## src/rtl/rr_mux_pkg.sv

```systemverilog
// Shared types and helpers for the round-robin mux pipe.
// Holds the arbiter state enum and the clog2 constant function.
package rr_mux_pkg;

  typedef enum logic {
    ARB  = 1'b0,
    LOCK = 1'b1
  } state_t;

  function automatic int clog2(input int n);
    int r;
    r = 0;
    while ((1 << r) < n) r++;
    return r;
  endfunction

endpackage

```

## src/rtl/rr_mux_pipe_pick.sv

```systemverilog
// Rotate-priority encoder: first requester at or after ptr,
// wrapping modulo NCH.
module rr_pick
  import rr_mux_pkg::*;
#(
  parameter int NCH = 4,
  localparam int CHW = (NCH > 1) ? clog2(NCH) : 1
) (
  input  logic [NCH-1:0] req,
  input  logic [CHW-1:0] ptr,
  output logic [CHW-1:0] gnt_idx,
  output logic           any
);

  localparam int NP = 1 << CHW;

  logic [NP-1:0] req_pad;
  logic [CHW:0]  idx;

  // Walk from farthest to nearest so the closest hit wins.
  always_comb begin
    req_pad = NP'(req);
    gnt_idx = '0;
    any     = 1'b0;
    idx     = '0;
    for (int k = NCH - 1; k >= 0; k--) begin
      idx = {1'b0, ptr} + (CHW+1)'(k);
      if (idx >= (CHW+1)'(NCH))
        idx = idx - (CHW+1)'(NCH);
      if (req_pad[idx[CHW-1:0]]) begin
        gnt_idx = idx[CHW-1:0];
        any     = 1'b1;
      end
    end
  end

endmodule

```

## src/rtl/rr_mux_pipe.sv

```systemverilog
// N-channel round-robin mux with a registered output stage,
// valid/ready on every port and optional packet lock.
module rr_mux_pipe
  import rr_mux_pkg::*;
#(
  parameter int WIDTH    = 8,
  parameter int NCH      = 4,
  parameter int PKT_MODE = 0,
  localparam int CHW = (NCH > 1) ? clog2(NCH) : 1
) (
  input  logic                 clk,
  input  logic                 rst_n,
  input  logic [NCH-1:0]       in_valid,
  output logic [NCH-1:0]       in_ready,
  input  logic [NCH*WIDTH-1:0] in_data,
  input  logic [NCH-1:0]       in_last,
  output logic                 out_valid,
  input  logic                 out_ready,
  output logic [WIDTH-1:0]     out_data,
  output logic                 out_last,
  output logic [CHW-1:0]       out_chan
);

  localparam int NP = 1 << CHW;

  state_t         state, state_n;
  logic [CHW-1:0] ptr, ptr_n;
  logic [CHW-1:0] lch, lch_n;
  logic [CHW-1:0] pick, gnt, gnt_inc;
  logic [CHW:0]   inc;
  logic           any, locked;
  logic           gnt_ok, load, acc;
  logic [NP-1:0]  vld_pad, last_pad, rdy_pad;
  logic [WIDTH-1:0] ch_data [NP];

  for (genvar i = 0; i < NP; i++) begin : g_ch
    if (i < NCH) begin : g_real
      assign ch_data[i] = in_data[i*WIDTH +: WIDTH];
    end else begin : g_pad
      assign ch_data[i] = '0;
    end
  end

  rr_pick #(
    .NCH(NCH)
  ) u_pick (
    .req    (in_valid),
    .ptr    (ptr),
    .gnt_idx(pick),
    .any    (any)
  );

  always_comb begin
    vld_pad  = NP'(in_valid);
    last_pad = NP'(in_last);
    load     = !out_valid || out_ready;
    locked   = (PKT_MODE != 0) && (state == LOCK);
    gnt      = locked ? lch : pick;
    gnt_ok   = locked ? vld_pad[lch] : any;
    acc      = rst_n && load && gnt_ok;
    rdy_pad  = '0;
    if (acc)
      rdy_pad[gnt] = 1'b1;
    in_ready = rdy_pad[NCH-1:0];
    inc      = {1'b0, gnt} + (CHW+1)'(1);
    gnt_inc  = (inc >= (CHW+1)'(NCH)) ? '0
                                      : inc[CHW-1:0];
  end

  always_comb begin
    state_n = state;
    ptr_n   = ptr;
    lch_n   = lch;
    if (acc) begin
      if (PKT_MODE == 0 || last_pad[gnt]) begin
        ptr_n   = gnt_inc;
        state_n = ARB;
      end else begin
        state_n = LOCK;
        lch_n   = gnt;
      end
    end
  end

  always_ff @(posedge clk or negedge rst_n) begin
    if (!rst_n) begin
      state <= ARB;
      ptr   <= '0;
      lch   <= '0;
    end else begin
      state <= state_n;
      ptr   <= ptr_n;
      lch   <= lch_n;
    end
  end

  always_ff @(posedge clk or negedge rst_n) begin
    if (!rst_n) begin
      out_valid <= 1'b0;
      out_data  <= '0;
      out_last  <= 1'b0;
      out_chan  <= '0;
    end else if (acc) begin
      out_valid <= 1'b1;
      out_data  <= ch_data[gnt];
      out_last  <= last_pad[gnt];
      out_chan  <= gnt;
    end else if (out_ready) begin
      out_valid <= 1'b0;
    end
  end

endmodule

```

## config.mk

```make
export PLATFORM = sky130hd
export DESIGN_NAME = rr_mux_pipe
export DESIGN_NICKNAME = d
export VERILOG_FILES = /design/src/rtl/rr_mux_pkg.sv /design/src/rtl/rr_mux_pipe_pick.sv /design/src/rtl/rr_mux_pipe.sv
export SDC_FILE = /design/constraint.sdc
export NUM_CORES = 1
export LEC_CHECK = 0
export CELL_PAD_IN_SITES_DETAIL_PLACEMENT = 2
export CELL_PAD_IN_SITES_GLOBAL_PLACEMENT = 2
export CORE_ASPECT_RATIO = 0.5
export CORE_UTILIZATION = 23
export CTS_CLUSTER_SIZE = 28
export DETAILED_ROUTE_END_ITERATION = 16
export HOLD_SLACK_MARGIN = 0.05
export PLACE_DENSITY_LB_ADDON = 0.25
export SETUP_SLACK_MARGIN = 0.02
export SYNTH_ARGS = -nofsm -noshare
export SYNTH_HDL_FRONTEND = slang
export SYNTH_SLANG_ARGS = --single-unit
```

## constraint.sdc

```tcl
create_clock -name clk -period 3.86 [get_ports clk]
set_input_delay 0.772 -clock clk [delete_from_list [all_inputs] [get_ports clk]]
set_output_delay 0.772 -clock clk [all_outputs]
set_load 0.005 [all_outputs]
```

## Word-level counts from Yosys, hierarchy flattened

Cells that the tools add are included.

- Equal/unequal tests: 0
- $add $sub $neg: 8
- Shift operators: 0
- Bitwise logic cells: 1
- Magnitude comparators: 12
- Div/mod/pow operators: 0
- Multipliers: 0
- Reductions and logical operators: 6
- Muxes and demuxes: 31

Operators with widths:

| operator | number |
|---|---|
| two-way mux 2 bit | 9 |
| binary-select mux 8 bit (select 2 bit) | 1 |
| two-way mux 8 bit | 2 |
| greater-or-equal comparator 3 bit (second input constant) | 5 |
| < comparator 2 x 3 -> 1 bit (second input constant) | 5 |
| two-way mux 1 bit | 12 |
| binary-select mux 1 bit (select 2 bit) | 5 |
| subtractor 2 x 1 -> 2 bit (second input constant) | 4 |
| adder 2 x 1 -> 3 bit (second input constant) | 2 |
| adder 2 x 2 -> 3 bit (second input constant) | 2 |
| two-way mux 4 bit | 1 |
| greater-or-equal comparator 2 x 3 -> 1 bit (second input constant) | 1 |
| logical AND 1 bit | 3 |
| NOT 2 -> 3 bit | 1 |
| demux 1 bit (select 2 bit) | 1 |
| greater-or-equal comparator 2 x 1 -> 1 bit (second input constant) | 1 |
| nonzero test 2 bit | 1 |
| logical NOT 1 bit | 1 |
| logical OR 1 bit | 1 |

- Flip-flop bits (word level): 14
- Memories: 0
- Output and inout bits: 16
- ROM bits: 0
- RAM bits: 0
- Bits of input ports: 43
- Latch bits: 0

## Longest topological paths before layout

Gate-level depths: netlist of run 1.

- Depth in word-level cells: 14
- Depth in mapped cells: 7
- Mapped depth without buffers: 6

## Cells and area by module

From an unflattened synthesis of run 1, not the netlist that was laid out.

- Cells, all modules: 68
- Area total of the unflattened synthesis: 922.1 um2

Modules (own cells, without submodules):

| module | seq. area each (um2) | area an instance (um2) | cells each | times used |
|---|---|---|---|---|
| rr_mux_pipe | 350.3 | 844.6 | 55 | 1 |
| rr_pick | 0.0 | 77.6 | 13 | 1 |

## Least setup slack after synthesis of run 1

No wires, ideal clock.

- Kind: input port to output port
- Start point: input port in_valid[1]
- End point: output port in_ready[0]
- Stages on the path: 5
- Path buffers: 1
- Arrival time: 1.836 ns
- Setup slack: 1.252 ns
- Data required time: 3.088 ns
- Path through: or4_4 and3_4 buf_6 o21ai_4 nor2_1

- Word-level cells in the longest chain between the ends: 11
- Elaborated cells between the ends (all ways): 23
- Classes of those cells: order compare: 2; mux: 19; reduce/logical: 2

RTL lines:

| element | RTL line | source |
|---|---|---|
| start: declaration | rr_mux_pipe.sv:13 | `input logic [NCH-1:0] in_valid,` |
| binary-select mux 1 bit (select 2 bit) | rr_mux_pipe_pick.sv:30 | `if (req_pad[idx[CHW-1:0]]) begin` |
| two-way mux 1 bit (implied by the code) | rr_mux_pipe_pick.sv:30 |  |
| two-way mux 2 bit (4 in a row) | rr_mux_pipe_pick.sv:30 |  |
| < comparator 2 x 3 -> 1 bit (implied by the code) / greater-or-equal comparator 2 x 1 -> 1 bit (equally long branches) | rr_mux_pipe.sv:63 | `rdy_pad[gnt] = 1'b1;` |
| logical AND 1 bit (implied by the code) | rr_mux_pipe.sv:63 |  |
| two-way mux 1 bit (implied by the code) | rr_mux_pipe.sv:63 |  |
| demux 1 bit (select 2 bit) | rr_mux_pipe.sv:63 |  |
| two-way mux 4 bit * | rr_mux_pipe.sv:62 | `if (acc)` |
| end: declaration | rr_mux_pipe.sv:14 | `output logic [NCH-1:0] in_ready,` |

Mark *: on every way between the ends. The rest lies on a longest branch, timed or not. The select of a mux whose other input is x is not followed.

## Final worst setup path of run 1

- Start point: input port in_valid[1]
- End point: output port in_ready[2]

Same word-level chain as after synthesis.

==> results of run 1 <==
==> state kept, by name, summed over array words and instances, names as in the netlist <==
register	count
out_data	8
out_chan	2
out_valid	1
ptr	2
out_last	1
==> power by group <==
part	switching, mW	internal (mW)	leakage (nW)
Clock	0.0544	0.0692	0.0216
Combinational	0.206	0.271	0.569
Sequential	0.0429	0.204	0.171
==> metrics by stage <==
stage          util, %  power (mW)  cell area [um2]  cells
2_1_floorplan        -       0.492             1060    109
3_3_place_gp      40.0       0.718             1760    230
3_5_place_dp      40.0       0.732             1760    230
4_1_cts           41.0       0.863             1810    233
5_1_grt           41.0       0.906             1810    233
6_report          41.0       0.847             1810    233
==> kinds of logic after synthesis <==
group                    share of synthesized area [%]
buffers and inverters                             3.42
flip-flops                                        33.0
AO/OA/AOI/OAI                                     31.8
multiplexers                                      8.49
adder cells (fa/ha/maj)                           1.18
AND/OR/NAND/NOR                                   22.1
==> routing by layer <==
metal  vias up  routed length, um  part of all wire [%]  global-route usage, %
met5         -                  0                     0                      0
met4         0                 10                  0.28                   3.79
met3         2                117                   3.2                   3.12
met2        27               1820                    50                   27.9
met1       524               1670                    46                   20.3
li1        532                  -                     -                      -
==> cell usage in the layout, fill, tap and decap left out, types with 2 or more instances in the layout <==
master	n
clkdlybuf4s50_1	58
mux2i_1	9
nand2b_1	4
nand3_1	9
clkbuf_8	3
a21o_1	2
buf_4	11
o211ai_2	9
nand2_1	18
o21ai_0	9
a21bo_2	9
dfrtp_1	14
nor2_1	5
==> layout make-up <==
cell class | instances | area share [%]
sequential | 14 | 19.4
clock buffer | 3 | 2.29
tap | 57 | 3.95
timing repair buffer | 69 | 36.7
multi-input combinational | 90 | 37.6
==> tightest hold or removal path, delay by kind of cell (launching register included) <==
family | cells | cell delay, ps
flops | 1 | 340
simple gates | 2 | 110
==> worst min-delay path by stage <==
stage | startpoint | end | cells past startpoint
floorplan | out_chan[0]$_DFFE_PN0P_ | out_chan[0]$_DFFE_PN0P_ | 2
global placement | out_chan[0]$_DFFE_PN0P_ | out_chan[0]$_DFFE_PN0P_ | 2
detailed placement | out_chan[0]$_DFFE_PN0P_ | out_chan[0]$_DFFE_PN0P_ | 2
CTS | out_chan[0]$_DFFE_PN0P_ | out_chan[0]$_DFFE_PN0P_ | 2
global route | out_chan[1]$_DFFE_PN0P_ | out_chan[1]$_DFFE_PN0P_ | 1
finish | out_chan[0]$_DFFE_PN0P_ | out_chan[0]$_DFFE_PN0P_ | 2
==> metrics.txt, run 1 <==
CP startpoint=in_valid[1]; sequential area share after synthesis=33.0%; top cells by area, synth=dfrtp_1 (33%), o211ai_2 (11%), a21bo_2 (8.5%); DRC=3; port bufs=58; synthesized flop and latch total=14; WP data required=just over 3000 ps; GRT Util Overall=between 10% and 20%; final slew viol count=0; setup bufs post-CTS=0; Worst slew margin=62.6%; hold slack final=a little under 500 ps; routed length per instance=15.5 um; Power Density=~470 nW/um2; pin slew with the least headroom to its limit=between 500 and 600 ps; cts hold-fix bufs=0; Num CTS Buffers=3; setup ws final=322 ps; peak supply drop=about 0.14 mV; Syn-to-layout area delta=70.2%; Mapped Area=about 1100 um2; launching point of the worst reg2reg path=ptr[1]$_DFFE_PN0P_; share of cells above drive strength 1=a little under a quarter; cts repair resizes=1; Rows=17; Clk Latency, worst-skew pair=between 200 and 300 ps; setup_tns=0 ps; initial core utilization=roughly 24%; most frequent cell after synthesis=nand2_1; syn_nets=about 150; DRT iter0 DRCs=33; area of the die=~4900 um2; final WL=3620 um; area occupied by multi-input gates=between 600 and 700 um2; clk sink count=14; Final Skew=~7 ps; vias in the first global route=1184; final-report setup violation count=0; Netlist cell types=29; failing checks=DRC; Core Area=about 4400 um2; CP Cell Sequence=clkdlybuf4s50_1, nor3b_1, a211oi_2, nor3_2, nor2b_1, clkdlybuf4s50_1; reg2reg end=out_data[1]$_DFFE_PN0P_; clock buffer depth=2; largest net degree at the start of global routing=17; # diodes=0; crit-path max FO=11; r2r setup slk=about 2100 ps; CP startpoint kind=primary input; Final Cycle Share=about nine tenths; DP Wirelength=about 2900 um; post-synth top area share=33.0%; register area=350 um2; Leak=~0.76 nW; Top Family by Delay on Critical Path=buffers and inverters; dpl ws=-17.8 ps; Worst-path clk slew=60 ps; worst hold path type=reg2reg; worst setup path endpoint=in_ready[2]; Crit path top cell by count=clkdlybuf4s50_1; CP bufs+invs=2; Post-synth EDFFs=0; crit path time final=between 3000 and 4000 ps; first-pass GRT wire length=approximately 5900 um; slowest CP cell=clkdlybuf4s50_1; area leader, netlist=dfrtp_1; H-Tree Depth=1; via count=1085; CP arrival=2770 ps; Warnings, synthesis=0; die width=between 90 and 100 um; Clock Root Buffer=clkbuf_8; Post-DRT Antenna Nets=0; initial antenna violation count=0; most frequent cells after synthesis=nand2_1 (18), dfrtp_1 (14); FMAX=~280 MHz; GP Congestion=between 0.6 and 0.7; crit end category=output port; CTS tree=done; status=finished with violations; Layout Nets=222; final hold violations=0; grt ovf=0; chip height=about 50 um; most common flop cell mapped by yosys=dfrtp_1; drt via density=4.66; syn_area_per_cell=between 9 and 10 um2; Crit Path Category=in2out; Post-synth ARST share=between 90% and 100%; critical path depth in cells=6; I/O pins=59; Reg2Reg Depth=6; unrepaired setup endpoints after global routing=no; layout filler cell count=about 500; maxcap violations=0; Pre-antenna DRT Iters=11; cells after synthesis=~110; CP peak stage delay=around 500 ps
No activity file was read; power rests on OpenSTA's default activity.
==> inputs of run 2 (changes only) <==
Settings changed: CELL_PAD_IN_SITES_DETAIL_PLACEMENT 2 to 1, CELL_PAD_IN_SITES_GLOBAL_PLACEMENT 2 to 1, CORE_UTILIZATION 23 to 29, CTS_CLUSTER_SIZE 28 to unset.
==> run 2 against run 1 <==
  * The flow now finishes without violations
  * Die area fell by 20%
  * Final cell count decreased by 3.9%
  * Critical path depth rose by 1
  * Register-to-register slack got worse by 50 ps
  * Critical path type unchanged
  * Largest power group unchanged
==> metrics.txt, run 2 (synthesis gave the netlist of run 1 again) <==
placed cell area=1720 um2 (-2.1%); crit-path max FO=6 (-5); via count=1064 (-1.9%); # diodes=0 (unchanged); Post-DRT Antenna Nets=0 (unchanged); FMAX=284 MHz (+0.33%); commonest non-fill, non-tap cell in the layout=clkdlybuf4s50_1; CP startpoint kind=primary input; GRT Util Overall=18.0% (+2.0 points); crit end category=output port; final slew viol count=0 (unchanged); Leak=0.748 nW (-1.8%); initial antenna violation count=0 (unchanged); maxcap violations=0 (unchanged); DP Wirelength=2620 um (-11%); Worst-path clk slew=60 ps (about the same); vias in the first global route=1110 (-6.3%); Final Cycle Share=91.4% (-0.30 points); GP Congestion=0.785 (+16%); Rows=15 (-2); commonest non-fill, non-tap cells in the layout=clkdlybuf4s50_1 (58), nand2_1 (18), dfrtp_1 (14); chip height=44.8 um (-11%); peak supply drop=0.236 mV (+70%); Final Skew=2.74 ps (-4.32 ps); Layout Nets=218 (-1.8%); port bufs=58 (unchanged); drt via density=4.75 (+2.0%); final-report setup violation count=0 (unchanged); Power Density=479 nW/um2 (+2.0%); area of the die=3920 um2 (-20%); worst hold path type=reg2reg; max FFs per register=8 (unchanged); Clk Latency, worst-skew pair=240 ps (about the same); largest net degree at the start of global routing=13 (-4); H-Tree Depth=1 (unchanged); WP data required=3090 ps (about the same); first-pass GRT wire length=5250 um (-12%); pin slew with the least headroom to its limit=455 ps (-104 ps); largest reg by FF count=out_data; die width=87.5 um (-11%); Syn-to-layout area delta=67.5%; Num CTS Buffers=3 (unchanged); CP arrival=2750 ps (-20 ps); Pre-antenna DRT Iters=4 (-7); crit path time final=3530 ps (-11.7 ps); unrepaired setup endpoints after global routing=no; cts hold-fix bufs=0 (unchanged); status=finished, final reports clean; Worst slew margin=69.6% (+7.0 points); final hold violations=0 (unchanged); CTS tree=done; I/O pins=59 (unchanged); setup_tns=0 ps (unchanged); cts repair resizes=0 (-1); setup bufs post-CTS=0 (unchanged); Crit Path Category=in2out; initial core utilization=30.6% (+6.5 points); clock buffer depth=2 (unchanged); DRT iter0 DRCs=7 (-79%); biggest regs=out_data: 8 flops, out_chan: 2 flops, ptr: 2 flops; hold path depth=2 (unchanged); DRC=0 (-3); Core Area=3470 um2 (-21%); clk sink count=14 (unchanged); routed length per instance=14.8 um (-4.5%); share of cells above drive strength 1=22.0% (-1.9 points); Design Area, Final=1780 um2 (-1.6%); final WL=3320 um (-8.2%); Reg2Reg Depth=6 (unchanged); Clock Root Buffer=clkbuf_8; grt ovf=0 (unchanged)
run 2: cell types whose count changed in the layout (fill, tap and decap cells not counted):
cell,previous run,this run
buf_4,11,7
clkbuf_8,3,4
nor3_1,0,1
nor3_2,1,0
run 2: layout make-up:
type | instances | area (um2)
Clock buffer | 4 | 55.1
Tap cell | 51 | 63.8
Fill cell | 408 | 1700
Multi-Input combinational cell | 90 | 674
Timing Repair Buffer | 65 | 633
Sequential cell | 14 | 350
run 2: critical path, cell delays in order:
cell	delay (ps)
clkdlybuf4s50_1	520
nand2b_1	210
a211oi_2	370
nor2_1	120
ha_1	200
and2_1	130
clkdlybuf4s50_1	430
run 2: through the flow:
stage	setup slack, ps	std cells	power [mW]	hold slack (ps)	util, %
6_report	333	224	0.850	481	51.2
5_1_grt	174	224	0.909	520	51.2
4_1_cts	318	224	0.862	486	51.2
3_5_place_dp	328	220	0.712	472	49.6
3_3_place_gp	412	220	0.698	462	49.6
2_1_floorplan	1250	109	0.492	470	-
run 2: routing by layer:
layer / up-vias / wire [um] / global-route usage, %
met1: 508 / 1520 / 21.7
met4: 0 / 31 / 4.26
li1: 525 / - / -
met3: 4 / 110 / 3.66
met5: - / 0 / 0
met2: 27 / 1660 / 33.8
run 2: worst paths after layout:
path,endpoint,slack (ps),from
max,in_ready[3],330,in_valid[3]
min,out_chan[0]$_DFFE_PN0P_,480,out_chan[0]$_DFFE_PN0P_
max reg2reg,out_data[5]$_DFFE_PN0P_,2020,ptr[1]$_DFFE_PN0P_
min reg2reg,out_chan[0]$_DFFE_PN0P_,480,out_chan[0]$_DFFE_PN0P_
max in group asynchronous,out_data[1]$_DFFE_PN0P_,2760,rst_n
min in group asynchronous,out_last$_DFFE_PN0P_,970,rst_n
run 2: where the power goes:
part / internal (mW) / leakage, nW / switching, mW / total (mW)
logic: 0.259 / 0.548 / 0.199 / 0.459
clock network: 0.0903 / 0.0288 / 0.0530 / 0.143
registers: 0.204 / 0.171 / 0.0446 / 0.248
total: 0.553 / 0.748 / 0.297 / 0.850
==> RTL change 1, RTL diff (config.mk and constraints of run 2) <==
`NCH` is set to 4 in 2 places; all go to 8.
--- a/src/rtl/rr_mux_pipe_pick.sv
+++ b/src/rtl/rr_mux_pipe_pick.sv
@@ -3,7 +3,7 @@
 module rr_pick
   import rr_mux_pkg::*;
 #(
-  parameter int NCH = 4,
+  parameter int NCH = 8,
   localparam int CHW = (NCH > 1) ? clog2(NCH) : 1
 ) (
   input  logic [NCH-1:0] req,
--- a/src/rtl/rr_mux_pipe.sv
+++ b/src/rtl/rr_mux_pipe.sv
@@ -4,7 +4,7 @@
   import rr_mux_pkg::*;
 #(
   parameter int WIDTH    = 8,
-  parameter int NCH      = 4,
+  parameter int NCH      = 8,
   parameter int PKT_MODE = 0,
   localparam int CHW = (NCH > 1) ? clog2(NCH) : 1
 ) (
Interface: changed (5 resized); port bits go from 59 to 104. The function was not compared with the original's and may differ.
==> RTL change 1 against run 2 <==
  * The run now ends with DRC, setup timing left
  * Wire length rose to 4.3 times the old value
  * Sequential cell count grew 2
  * Cell area rose to 2.8 times the old value
  * Area after synthesis increased to 2.5 times the old value
  * Setup slack got worse by 490 ps
  * Global-route usage is 9.3 points higher
  * Critical endpoint is now in_ready[2]
Power is not shown: default switching activity piles up to over one toggle a cycle in this logic, so the estimate is an artifact.
==> RTL change 1: results (changes against run 2) <==
Status
  • Violated checks: DRC, setup timing
  • Outcome: finished, violations left

Timing
  • # setup viols final: 8 (+8)
  • Clock Skew: 4.63 ps (+1.90 ps)
  • Hold_ws: 469 ps (-11.9 ps)
  • Setup TNS: -794 ps (-794 ps)
  • Post-route setup slack: -156 ps (-489 ps)

Setup path
  • WP data arrival: 3240 ps (+490 ps)
  • Critical Path End: in_ready[2]
  • Critical path's slowest cell: mux4_2
  • Crit-path max cell delay: 490 ps (-30 ps)

Hold path
  • Worst min-delay path startpoint: out_data[0]
  • Worst hold endpoint: out_data[0]

Placed design
  • Placed cell count: 571 (+160%)
  • Post-place instance area: 4160 µm² (+140%)
  • PortBufs: 103 (+78%)
  • Setup WS pre-CTS: -987 ps (-1320 ps)

Detailed routing
  • Drt drc: 5 (+5)
  • DR pass1 iterations: 10 (+6)

Global route
  • Global-route wire length before repair: 20800 µm (+300%)
  • Global Route Usage Sum: 27.3% (+9.3 points)

Cells and area
  • NonClk Buf Share: 40.0% (+4.3 points)
  • Buffers, non-clock: 216 (+230%)
  • Largest regs: out_data (8), out_chan (3), ptr (3)

Logic synthesis
  • Synth top cells by count: and3_1 (36), nand2_1 (36), nand4_1 (18)
  • Syn Inst Count: 325 (+200%)
  • Synth top area cells: dfrtp_1 (15%), mux4_2 (10%), and3_1 (8.4%)

Die
  • Die Wd: 138 µm (+58%)
-- RTL change 1: cells by family after synthesis --
group	count (synthesis)	synth area share (%)
simple gates	143	28.7
flops	16	14.8
fa+ha+maj	2	0.928
compound gates	83	26.7
mux	33	18.3
buf+inv	41	7.98
xor+xnor	7	2.55
-- RTL change 1: critical path: cells and delay by family --
kind / cells / cell delay [ps]
compound gates: 4 / 990
buf+inv: 5 / 670
mux: 1 / 490
simple gates: 3 / 300
-- RTL change 1: routing by layer --
metal | vias up | part of all wire (%) | track usage, %
met5 | - | 0 | 0
met4 | 0 | 1.9 | 6.74
met3 | 21 | 4.2 | 2.54
met2 | 135 | 51 | 51.2
met1 | 1868 | 43 | 33.8
li1 | 1681 | - | -
-- RTL change 1: what timing repair did --
action,CTS,global route
buffers inserted,34,20
pin swaps,19,21
resized for setup,131,43
endpoints found under the setup margin,17,9
==> RTL change 2, RTL diff (config.mk and constraints of run 2) <==
Without the edit above. Reset style: synchronous (`rst_n`), changed in 2 clocked blocks.
--- a/src/rtl/rr_mux_pipe.sv
+++ b/src/rtl/rr_mux_pipe.sv
@@ -82,7 +82,7 @@
     end
   end
 
-  always_ff @(posedge clk or negedge rst_n) begin
+  always_ff @(posedge clk) begin
     if (!rst_n) begin
       state <= ARB;
       ptr   <= '0;
@@ -94,7 +94,7 @@
     end
   end
 
-  always_ff @(posedge clk or negedge rst_n) begin
+  always_ff @(posedge clk) begin
     if (!rst_n) begin
       out_valid <= 1'b0;
       out_data  <= '0;
Function: differs if rst_n is asserted again (counterexample within 4 cycles, from zero or initial values and one cycle with rst_n low); with rst_n held inactive, the same outputs for 10 cycles.
==> RTL change 2 against run 2 <==
  * Maximum frequency shrank 2.5%
  * Sequential cell count unchanged
  * Wire length down 6.4%
  * Cell area fell by 12%
  * Setup slack worse by 90 ps
  * Via count fell by 2.0%
  * Die area decreased by 14%
  * Critical path type unchanged
  * Non-clock buffer count down 4
  * Area after synthesis down 15%
  * Largest cell class is now buffers
  * Register-to-register slack got worse by 290 ps
  * Critical endpoint is now in_ready[2]
  * First-iteration DRC count rose to 3.9 times the old value
Power is not compared: it rests on default switching activity, and its combinational part moved more than twofold at a synthesized area within 25%.
==> RTL change 2: results (changes against run 2) <==
Global route
  • Global Route Usage Sum: 20.2% (+2.2 points)
  • Global-route wire length before repair: 5060 µm (-3.7%)
  • Vias in the first global route: 1077 (-3.0%)
  • Largest net degree at the start of global routing: 16 (+3)

Logic synthesis
  • Post-synthesis async set-or-reset flop share: 0% (-100 points)
  • Mapped Nets: 154 (+0.65%)
  • Synth top area cells: dfxtp_1 (31%), nand2_1 (6.6%), and3_1 (6.2%)
  • Synth unique cells: 36 (+24%)
  • Synth top cells by count: nand2_1 (16), dfxtp_1 (14), and3_1 (9)

Cells and area
  • # fillers: 323 (-21%)
  • Share of cells above drive strength 1: 11.2% (-11 points)

Timing
  • Worst slew pin tran: 461 ps (+5.66 ps)
  • Clock Skew: 1.74 ps (-0.994 ps)

Setup path
  • Critical path launch point: in_valid[0]
  • WP data arrival: 2850 ps (+100 ps)
  • Start of the worst register-to-register path: ptr[1]
  • Crit-path max cell delay: 500 ps (-20 ps)

Detailed routing
  • DR vias: 1043 (-2.0%)
  • Drt total wl: 3110 µm (-6.4%)
  • Metal2 WL: 1490 µm (-10%)
  • Met1 WL: 1500 µm (-1.3%)
  • Max layer used: met3
  • Wire length on met3: 122 µm (+11%)

CTS
  • Root buf cell: clkbuf_8
  • Post-CTS sizing: 0 (unchanged)

Placed design
  • Placed cell count: 203 (-7.7%)
  • HPWL Detailed: 2460 µm (-6.3%)

Hold path
  • Worst min-delay path startpoint: out_chan[0]

Status
  • Outcome: finished clean
RTL change 2: cell types whose count changed in the layout (fill, tap and decap cells not counted), sizes merged, moves of 9 or more:
cell	before	now
a21bo	9	0
and3	1	10
dfrtp	14	0
dfxtp	0	14
o211ai	9	0
RTL change 2: final timing paths:
check / end / slack, ps / cells past startpoint
setup / recovery: in_ready[2] / 240 / 7
hold / removal: out_chan[0] / 460 / 2
setup reg to reg: out_data[3] / 1730 / 7
hold reg to reg: out_chan[0] / 460 / 2
RTL change 2: cells by family after synthesis:
logic type / Yosys count / synth area share (%)
and+or+nand+nor: 50 / 29.8
adders and majority gates: 1 / 1.38
DFF: 14 / 30.9
AOI/OAI and AO/OA: 31 / 24.8
muxes: 6 / 7.86
buffers and inverters: 8 / 5.24
RTL change 2: cell type report:
type	instances	area, µm²	area share (%)
Inverter	3	13.8	0.880
Tap cell	37	46.3	2.96
Timing Repair Buffer	61	603	38.6
Multi-Input combinational cell	88	579	37.0
Clock buffer	3	41.3	2.64
Sequential cell	14	280	17.9
RTL change 2: worst min-delay path, delay by kind of cell, from the launching register on:
kind             cells  cell delay [ps]
and+or+nand+nor      2              110
DFF                  1              310
RTL change 2: layer usage:
layer / vias to the layer above / global-route usage (%)
li1: 528 / -
met1: 482 / 24.6
met2: 33 / 35.3
met3: 0 / 5.49
met4: 0 / 4.29
met5: - / 0
RTL change 2: stage by stage:
step	worst slack (ps)	hold slack, ps	cell area [µm²]	utilization, %
detailed placement	242	453	1520	54.7
finish	243	459	1560	56.2
CTS	239	462	1560	56.2
global route	86.6	470	1560	56.2
floorplan	1200	450	907	-
global placement	314	441	1520	54.7
